### config.mk
export PLATFORM = sky130hd
export DESIGN_NAME = qupls_agen_mc_flat
export DESIGN_NICKNAME = d
export VERILOG_FILES = /design/src/rtl/qupls_agen_mc_if.sv /design/src/rtl/qupls_agen_mc.sv /design/src/flat_wrapper.sv
export SDC_FILE = /design/constraint.sdc
export NUM_CORES = 2
export LEC_CHECK = 0
export ABC_AREA = 1
export CORE_AREA = 10 10 348 350
export CTS_CLUSTER_SIZE = 30
export DETAILED_ROUTE_END_ITERATION = 10
export DIE_AREA = 0 0 358 360
export GPL_TIMING_DRIVEN = 0
export PLACE_DENSITY = 0.55
export SYNTH_ARGS = -nofsm -noshare
export SYNTH_HDL_FRONTEND = slang
export SYNTH_SLANG_ARGS = --single-unit
### constraint.sdc
create_clock -name clk_i -period 5.3 [get_ports clk_i]
set_input_delay 0.795 -clock clk_i [delete_from_list [all_inputs] [get_ports clk_i]]
set_output_delay 0.795 -clock clk_i [all_outputs]
set_load 0.01 [all_outputs]
### src/rtl/qupls_agen_mc_if.sv
// qupls_agen_mc_if: per-channel request and beat handshake bundle for qupls_agen_mc
interface qupls_agen_mc_if #(
  parameter int NCH   = 2,
  parameter int AWID  = 64,
  parameter int DISPW = 24,
  parameter int TAGW  = 8
);
  logic [NCH-1:0]       in_valid;
  logic [NCH-1:0]       in_ready;
  logic [2*NCH-1:0]     in_mode;
  logic [AWID*NCH-1:0]  in_a;
  logic [AWID*NCH-1:0]  in_b;
  logic [3*NCH-1:0]     in_sc;
  logic [DISPW*NCH-1:0] in_disp;
  logic [3*NCH-1:0]     in_size;
  logic [TAGW*NCH-1:0]  in_tag;
  logic [NCH-1:0]       out_valid;
  logic [NCH-1:0]       out_ready;
  logic [AWID*NCH-1:0]  out_addr;
  logic [TAGW*NCH-1:0]  out_tag;
  logic [NCH-1:0]       out_split;
  logic [NCH-1:0]       out_beat;
  logic [NCH-1:0]       out_last;
  modport master (
    output in_valid, in_mode, in_a, in_b, in_sc, in_disp, in_size, in_tag, out_ready,
    input  in_ready, out_valid, out_addr, out_tag, out_split, out_beat, out_last
  );
  modport slave (
    input  in_valid, in_mode, in_a, in_b, in_sc, in_disp, in_size, in_tag, out_ready,
    output in_ready, out_valid, out_addr, out_tag, out_split, out_beat, out_last
  );
endinterface

### src/rtl/qupls_agen_mc.sv
// qupls_agen_mc: multi-channel address generator emitting one beat per cache line touched
module qupls_agen_mc #(
  parameter int NCH       = 2,
  parameter int AWID      = 64,
  parameter int DISPW     = 24,
  parameter int LINE_BITS = 6,
  parameter int TAGW      = 8
) (
  input  logic             clk_i,
  input  logic             rst_ni,
  input  logic             flush_i,
  qupls_agen_mc_if.slave   bus
);
  typedef enum logic [1:0] {IDLE, B0, B1} state_e;
  localparam int SW = LINE_BITS + 5;
  for (genvar g = 0; g < NCH; g++) begin : g_ch
    logic [1:0]       mode;
    logic [AWID-1:0]  a, b, ea_d, line_d;
    logic [2:0]       sc, sz;
    logic [DISPW-1:0] disp;
    logic [SW-1:0]    span;
    logic             split_d, last, acc;
    state_e           state_q;
    logic [AWID-1:0]  addr_q;
    logic [TAGW-1:0]  tag_q;
    logic             split_q;
    assign mode = bus.in_mode[2*g +: 2];
    assign a    = bus.in_a[AWID*g +: AWID];
    assign b    = bus.in_b[AWID*g +: AWID];
    assign sc   = bus.in_sc[3*g +: 3];
    assign disp = bus.in_disp[DISPW*g +: DISPW];
    // effective address, clamped size and line-crossing test for the incoming op
    always_comb begin
      sz      = bus.in_size[3*g +: 3] > 3'd4 ? 3'd4 : bus.in_size[3*g +: 3];
      ea_d    = mode == 2'b01 ? a + (b << sc) + {{(AWID-DISPW){disp[DISPW-1]}}, disp}
              : mode == 2'b10 ? a + b : '0;
      span    = SW'(ea_d[LINE_BITS-1:0]) + (SW'(1) << sz) - SW'(1);
      split_d = (mode == 2'b01 || mode == 2'b10) && span >= SW'(2**LINE_BITS);
      line_d  = {addr_q[AWID-1:LINE_BITS] + (AWID-LINE_BITS)'(1), {LINE_BITS{1'b0}}};
    end
    assign last = state_q == B1 || (state_q == B0 && !split_q);
    assign acc  = bus.in_valid[g] && bus.in_ready[g];
    assign bus.in_ready[g] = rst_ni && !flush_i && (state_q == IDLE || (last && bus.out_ready[g]));
    assign bus.out_valid[g] = state_q != IDLE;
    assign bus.out_addr[AWID*g +: AWID] = addr_q;
    assign bus.out_tag[TAGW*g +: TAGW] = tag_q;
    assign bus.out_split[g] = split_q;
    assign bus.out_beat[g] = state_q == B1;
    assign bus.out_last[g] = last;
    // load on accept; on a consumed split first beat, step the address to the next line
    always_ff @(posedge clk_i or negedge rst_ni)
      if (!rst_ni) begin
        state_q <= IDLE;
        addr_q  <= '0;
        tag_q   <= '0;
        split_q <= 1'b0;
      end else if (flush_i) state_q <= IDLE;
      else if (acc) begin
        state_q <= B0;
        addr_q  <= ea_d;
        tag_q   <= bus.in_tag[TAGW*g +: TAGW];
        split_q <= split_d;
      end else if (bus.out_ready[g] && state_q == B0 && split_q) begin
        state_q <= B1;
        addr_q  <= line_d;
      end else if (bus.out_ready[g] && state_q != IDLE) state_q <= IDLE;
  end
endmodule

### src/flat_wrapper.sv
// flat-port wrapper written by rule: the top's interface ports become plain ports
module qupls_agen_mc_flat 
#(
  parameter int NCH       = 2,
  parameter int AWID      = 64,
  parameter int DISPW     = 24,
  parameter int LINE_BITS = 6,
  parameter int TAGW      = 8
)
  (clk_i, rst_ni, flush_i, bus_in_valid, bus_in_mode, bus_in_a, bus_in_b, bus_in_sc, bus_in_disp, bus_in_size, bus_in_tag, bus_out_ready, bus_in_ready, bus_out_valid, bus_out_addr, bus_out_tag, bus_out_split, bus_out_beat, bus_out_last);
  qupls_agen_mc_if #(.NCH(NCH), .AWID(AWID), .DISPW(DISPW), .TAGW(TAGW)) bus_i ();
  input  logic clk_i;
  input  logic rst_ni;
  input  logic flush_i;
  input wire logic [$bits(bus_i.in_valid)-1:0] bus_in_valid;
  input wire logic [$bits(bus_i.in_mode)-1:0] bus_in_mode;
  input wire logic [$bits(bus_i.in_a)-1:0] bus_in_a;
  input wire logic [$bits(bus_i.in_b)-1:0] bus_in_b;
  input wire logic [$bits(bus_i.in_sc)-1:0] bus_in_sc;
  input wire logic [$bits(bus_i.in_disp)-1:0] bus_in_disp;
  input wire logic [$bits(bus_i.in_size)-1:0] bus_in_size;
  input wire logic [$bits(bus_i.in_tag)-1:0] bus_in_tag;
  input wire logic [$bits(bus_i.out_ready)-1:0] bus_out_ready;
  output wire logic [$bits(bus_i.in_ready)-1:0] bus_in_ready;
  output wire logic [$bits(bus_i.out_valid)-1:0] bus_out_valid;
  output wire logic [$bits(bus_i.out_addr)-1:0] bus_out_addr;
  output wire logic [$bits(bus_i.out_tag)-1:0] bus_out_tag;
  output wire logic [$bits(bus_i.out_split)-1:0] bus_out_split;
  output wire logic [$bits(bus_i.out_beat)-1:0] bus_out_beat;
  output wire logic [$bits(bus_i.out_last)-1:0] bus_out_last;
  assign bus_i.in_valid = bus_in_valid;
  assign bus_i.in_mode = bus_in_mode;
  assign bus_i.in_a = bus_in_a;
  assign bus_i.in_b = bus_in_b;
  assign bus_i.in_sc = bus_in_sc;
  assign bus_i.in_disp = bus_in_disp;
  assign bus_i.in_size = bus_in_size;
  assign bus_i.in_tag = bus_in_tag;
  assign bus_i.out_ready = bus_out_ready;
  assign bus_in_ready = bus_i.in_ready;
  assign bus_out_valid = bus_i.out_valid;
  assign bus_out_addr = bus_i.out_addr;
  assign bus_out_tag = bus_i.out_tag;
  assign bus_out_split = bus_i.out_split;
  assign bus_out_beat = bus_i.out_beat;
  assign bus_out_last = bus_i.out_last;
  qupls_agen_mc #(.NCH(NCH), .AWID(AWID), .DISPW(DISPW), .LINE_BITS(LINE_BITS), .TAGW(TAGW)) u_core (.clk_i(clk_i), .rst_ni(rst_ni), .flush_i(flush_i), .bus(bus_i));
endmodule
Word level (Yosys, flattened, before mapping)
Index checks and enable logic that the tools add are counted.

Register bits after elaboration: 150. Input bits: 343. Output and inout bits: 154. Word-level logic and storage cells: 93.

Add/sub/neg operators: 12. $lt $le $gt $ge: 4. Equal/unequal tests: 8. Shift-type cells: 4. Muxes and demuxes: 18. Bitwise operators: 1. Reduce and logical (&&, ||, !) cells: 38.

Operator list (count): $mux W64 (8); $add A64 B64 Y64 (6); $shl A64 B3 Y64 (2); $add A58 B1 Y58 const B (2); $add A6 B11 Y11 (2); $ge A11 B7 Y1 const B (2); $shl A1 B3 Y11 const A (2); $sub A11 B1 Y11 const B (2); $logic_and A1 B1 Y1 (17); $mux W2 (8); $eq A2 B1 Y1 const B (4); $eq A2 B2 Y1 const B (4); $reduce_and A2 Y1 (4); $reduce_bool A2 Y1 (4); $reduce_bool A4 Y1 (2); $gt A3 B3 Y1 const B (2); $logic_or A1 B1 Y1 (6); $mux W3 (2); $logic_not A2 Y1 (2); $logic_not A1 Y1 (3); $not A1 Y1 (1).

Depth between registers and ports, before layout
Word-level depth: 9. Depth in mapped cells: 29. Depth with buffers taken out: 26.

Least setup slack after synthesis
OpenSTA, ideal clock, no wires.

Path type: input to register. Start: input bus_in_sc[3]. End: register u_core.g_ch[1].split_q. Setup time: 0.133 ns. Arrival: 4.610 ns. Required time: 5.167 ns. Path slack: 0.556 ns. Stages: 26. Path buffers: 3. Cells stage by stage: buf_2 -> inv_2 -> buf_2 -> clkbuf_1 -> nand2_1 -> o21ai_0 -> nand2_1 -> o21ai_0 -> nor2_1 -> fa_1 -> ha_1 -> or2_1 -> and2_1 -> xnor2_1 -> o22ai_1 -> inv_1 -> ha_1 -> inv_1 -> ha_1 -> nand2_1 -> o221ai_1 -> nand2_1 -> a21oi_1 -> o21ai_0 -> o21ai_0 -> o21ai_0.

Cells in the longest elaborated chain, start to end: 8.

Ends and longest elaborated chain: from (decl) (RTL line flat_wrapper.sv:19) `input wire logic [$bits(bus_i.in_sc)-1:0] bus_in_sc;`; $shl A64 B3 Y64 (RTL line qupls_agen_mc.sv:35) `ea_d = mode == 2'b01 ? a + (b << sc) + {{(AWID-DISPW){disp[DISPW-1]}}, disp}`; $add A64 B64 Y64 (2 in series) (RTL line qupls_agen_mc.sv:35); $mux W64 (RTL line qupls_agen_mc.sv:35); $add A6 B11 Y11 (RTL line qupls_agen_mc.sv:37) `span = SW'(ea_d[LINE_BITS-1:0]) + (SW'(1) << sz) - SW'(1);`; $sub A11 B1 Y11 (RTL line qupls_agen_mc.sv:37); $ge A11 B7 Y1 (RTL line qupls_agen_mc.sv:38) `split_d = (mode == 2'b01 || mode == 2'b10) && span >= SW'(2**LINE_BITS);`; $logic_and A1 B1 Y1 (RTL line qupls_agen_mc.sv:38); to (signal assigned) (RTL line qupls_agen_mc.sv:62) `split_q <= split_d;`; to (decl) (RTL line qupls_agen_mc.sv:26) `logic split_q;`.

Every way passes these cells. A chain may end at the register's enable or synchronous reset.

Final worst setup path
Start: input bus_in_sc[1]. End: register u_core.g_ch[0].addr_q[30].

Cells in the longest elaborated chain, start to end: 5.

Ends and longest elaborated chain: $shl A64 B3 Y64 (RTL line qupls_agen_mc.sv:35); $add A64 B64 Y64 (2 in series) (RTL line qupls_agen_mc.sv:35); $mux W64 (RTL line qupls_agen_mc.sv:35); $mux W64 (RTL line qupls_agen_mc.sv:58) `else if (acc) begin`; to (signal assigned) (RTL line qupls_agen_mc.sv:65) `addr_q <= line_d;`; to (decl) (RTL line qupls_agen_mc.sv:24) `logic [AWID-1:0] addr_q;`.

Every way passes these cells.

==> run_results.csv <==
group,metric,value,unit
status,status,"finished clean",
grt,grt_antenna_before_repair,24,
cts,clkSlewWorstSetupHoldPaths,0.09,ns
synthesis,synthCells,7380,
floorplan,io_pins,497,
critical_path,crit_path_end_kind,"flip-flop",
finish,layout.nets,8673,
synthesis,ys.flop_type,"dfrtp_1",
synthesis,synth_common_cells,"nand2_1 (2712), inv_1 (1062), nand3_1 (729), nor2_1 (641), a21oi_1 (458)",
placement,dp_cells,9403,
cts,cts_tree,"done",
power_and_ir_drop,cellLeakagePower,24.3,nW
cts,cts_max_level,4,
timing,period_needed,5.28,ns
power_and_ir_drop,p_per_area,295,nW/um^2
synthesis,yosysMostFrequentCell,"nand2_1",
synthesis,syn_area,39600,sq um
grt,grt_pass1_vias,49800,
floorplan,dieArea,129000,sq um
critical_path,cp-start-kind,"input pin",
grt,track_usage,0.391,
finish,syn_to_final_growth,19.9,%
synthesis,synth_cell_types,58,
placement,hpwl,231000,um
critical_path,arrival,5.68,ns
floorplan,core-area,114000,sq um
timing,finalSetupViolations,0,
synthesis,async_flop_share,1.00,
cts,ctsRootBufferMaster,"clkbuf_16",
hold_path,worstHoldPathType,"input pin to asynchronous set/reset pin",
grt,grt_start_max_net_pins,112,
synthesis,yosysTopAreaCellShare,0.257,
floorplan,die_w,358,um
detailed_routing,ant_nets,0,
detailed_routing,via_per_inst,5.49,
floorplan,start_util,0.348,
cts,max-clock-path-buffers,2,
timing,drv_slew,0,
detailed_routing,drtIter0Drc,5143,
cts,hold_buffers,0,
synthesis,ys_top_cells_by_area,"nand2_1 (26%), inv_1 (10%), dfrtp_1 (9.5%), nand3_1 (9.2%), ha_1 (9.0%)",
floorplan,die_y,360,um
placement,io_buffers,493,
synthesis,synth-edff-count,0,
timing,fin_crit_sh,0.996,
finish,layout.cells.non_filler,9460,
timing,tightest_slew,1.41,ns
timing,slew_headroom,0.0515,
synthesis,syn_area_per_cell,5.36,sq um
run,max_cap_viol_count,0,
grt,grt.overflow.total,0,
critical_path,crit_path_max_fanout,10,
critical_path,critPathRequiredTime,5.70,ns
finish,fin_util,0.417,
detailed_routing,wl,262000,um
detailed_routing,wl_per_cell,27.7,um
cts,cts_made_buffers,17,
synthesis,synth_top_area_cell,"nand2_1",
cts,clock_sinks,150,
timing,hold_viol,0,
synthesis,synth-seq-cells,150,
floorplan,num_rows,124,
power_and_ir_drop,peakVddDrop,0.000237,V
timing,fmax,0.189,GHz
critical_path,path_class,"input pin to flip-flop",
detailed_routing,drc_errors,0,
detailed_routing,vias,52000,
timing,worst_clock_skew,0.0180,ns
synthesis,seq_area_frac_synth,0.0948,
synthesis,yosys_warnings,0,
finish,drive_above_1_share,0.0291,
detailed_routing,first_pass_iters,8,
placement,place_congestion,1.06,
cts,clock_latency,0.53,ns
grt,grt_pass1_wl,364000,um
timing,rsz0062_at_grt,"true",
cell usage in the layout (no fill, tap or decap), drive strengths merged, types with 4 or more instances in the layout:
cell,n
a21boi,4
a21oi,459
a22oi,7
a31oi,12
and2,6
and3,4
buf,81
clkbuf,109
clkdlybuf4s50,486
clkinv,22
conb,16
dfrtp,150
diode,23
fa,132
ha,286
inv,1111
mux2i,9
nand2,2719
nand3,730
nand3b,47
nand4,78
nor2,653
nor3,111
nor4,21
o211ai,19
o21ai,400
o21bai,58
o221ai,7
o22ai,9
or2,45
xnor2,39
xor2,74
critical path, cell delays in order:
cell and delay (ns):
clkbuf_2 0.22, clkinvlp_4 0.11, buf_4 0.19, clkbuf_1 0.32, nand3_1 0.19, nand2_1 0.11, o21ai_0 0.55, fa_1 0.53
ha_1 0.38, nand2_1 0.13, nor2_1 0.18, inv_2 0.09, nor2_1 0.29, inv_1 0.19, nor3_1 0.17, nand2_1 0.09
nand2_1 0.31, a21oi_1 0.11, o21ai_0 0.12, nand3_1 0.34, nand2_1 0.18, nand2_1 0.06
area by class of cell:
class	instances	area (sq um)
fillers	13000	66400
multi-input cells	5957	31000
repair buffers	501	5040
inverters	1123	4220
flip-flops and latches	150	3750
well taps	1512	1890
plain buffers	162	820
clock buffers	18	439
clock inverters	14	189
diodes	23	57.6
layer usage:
| metal | global-route usage | up-vias | routed length [um] |
|---|---|---|---|
| met5 | 0 | - | 57 |
| met4 | 0.315 | 8 | 26100 |
| met3 | 0.0753 | 769 | 19300 |
| met2 | 0.658 | 2448 | 122000 |
| met1 | 0.425 | 24100 | 94600 |
| li1 | - | 24600 | - |
cell families (layout without fill, tap and decap cells):
kind of cell,after synthesis,after routing,share of synthesized area
xor+xnor,113,113,0.0250
other cells,2,39,0.000190
flops,150,150,0.0948
compound gates,984,984,0.132
buf+inv,1287,1818,0.124
simple gates,4417,4417,0.465
fa+ha+maj,418,418,0.157
mux,9,9,0.00228
through the flow:
stage	power [W]	TNS, ns	hold slack [ns]	instance area [sq um]	worst slack [ns]
after floorplan	0.00760	0	0.499	39600	0.556
after global placement	0.0122	-1199.91	0.462	46500	-5.18
after detailed placement	0.0123	-80.19	0.469	46500	-1.61
after CTS	0.0137	-0.0938	0.175	47300	-0.0938
after global routing	0.0149	-0.108	0.207	47400	-0.0757
final	0.0140	0	0.177	47400	0.0213
sequential cells by signal (all words and copies together), names as in the netlist:
register and flops:
u_core.g_ch.tag_q 16, u_core.g_ch.state_q 4, u_core.g_ch.addr_q 128, u_core.g_ch.split_q 2
where the power goes:
group | leakage, nW | switching, W | internal, W
Sequential | 1.82 | 0.000990 | 0.00161
Combinational | 22.2 | 0.00655 | 0.00344
Clock | 0.304 | 0.000668 | 0.000729
worst paths after layout:
| kind | from | endpoint | slack (ns) | depth (start not counted) |
|---|---|---|---|---|
| min | rst_ni | u_core.g_ch[0].addr_q[5]$_DFFE_PN0P_ | 0.18 | 1 |
| min reg2reg | u_core.g_ch[1].tag_q[6]$_DFFE_PN0P_ | u_core.g_ch[1].tag_q[6]$_DFFE_PN0P_ | 0.49 | 2 |
| max reg2reg | u_core.g_ch[0].state_q[0]$_DFFE_PN0P_ | u_core.g_ch[0].addr_q[14]$_DFFE_PN0P_ | 1.84 | 11 |
| max in group asynchronous | rst_ni | u_core.g_ch[0].addr_q[57]$_DFFE_PN0P_ | 4.07 | 2 |
| min in group clk_i | u_core.g_ch[1].tag_q[6]$_DFFE_PN0P_ | u_core.g_ch[1].tag_q[6]$_DFFE_PN0P_ | 0.49 | 2 |
| max | bus_in_sc[1] | u_core.g_ch[0].addr_q[30]$_DFFE_PN0P_ | 0.02 | 22 |
repair_timing:
item | in CTS | in global routing
endpoints found under the setup margin | 86 | 54
gates resized for setup | 55 | 80
pin swaps | 0 | 0
setup buffers | 1 | 3
(Power assumes the default switching activity.)
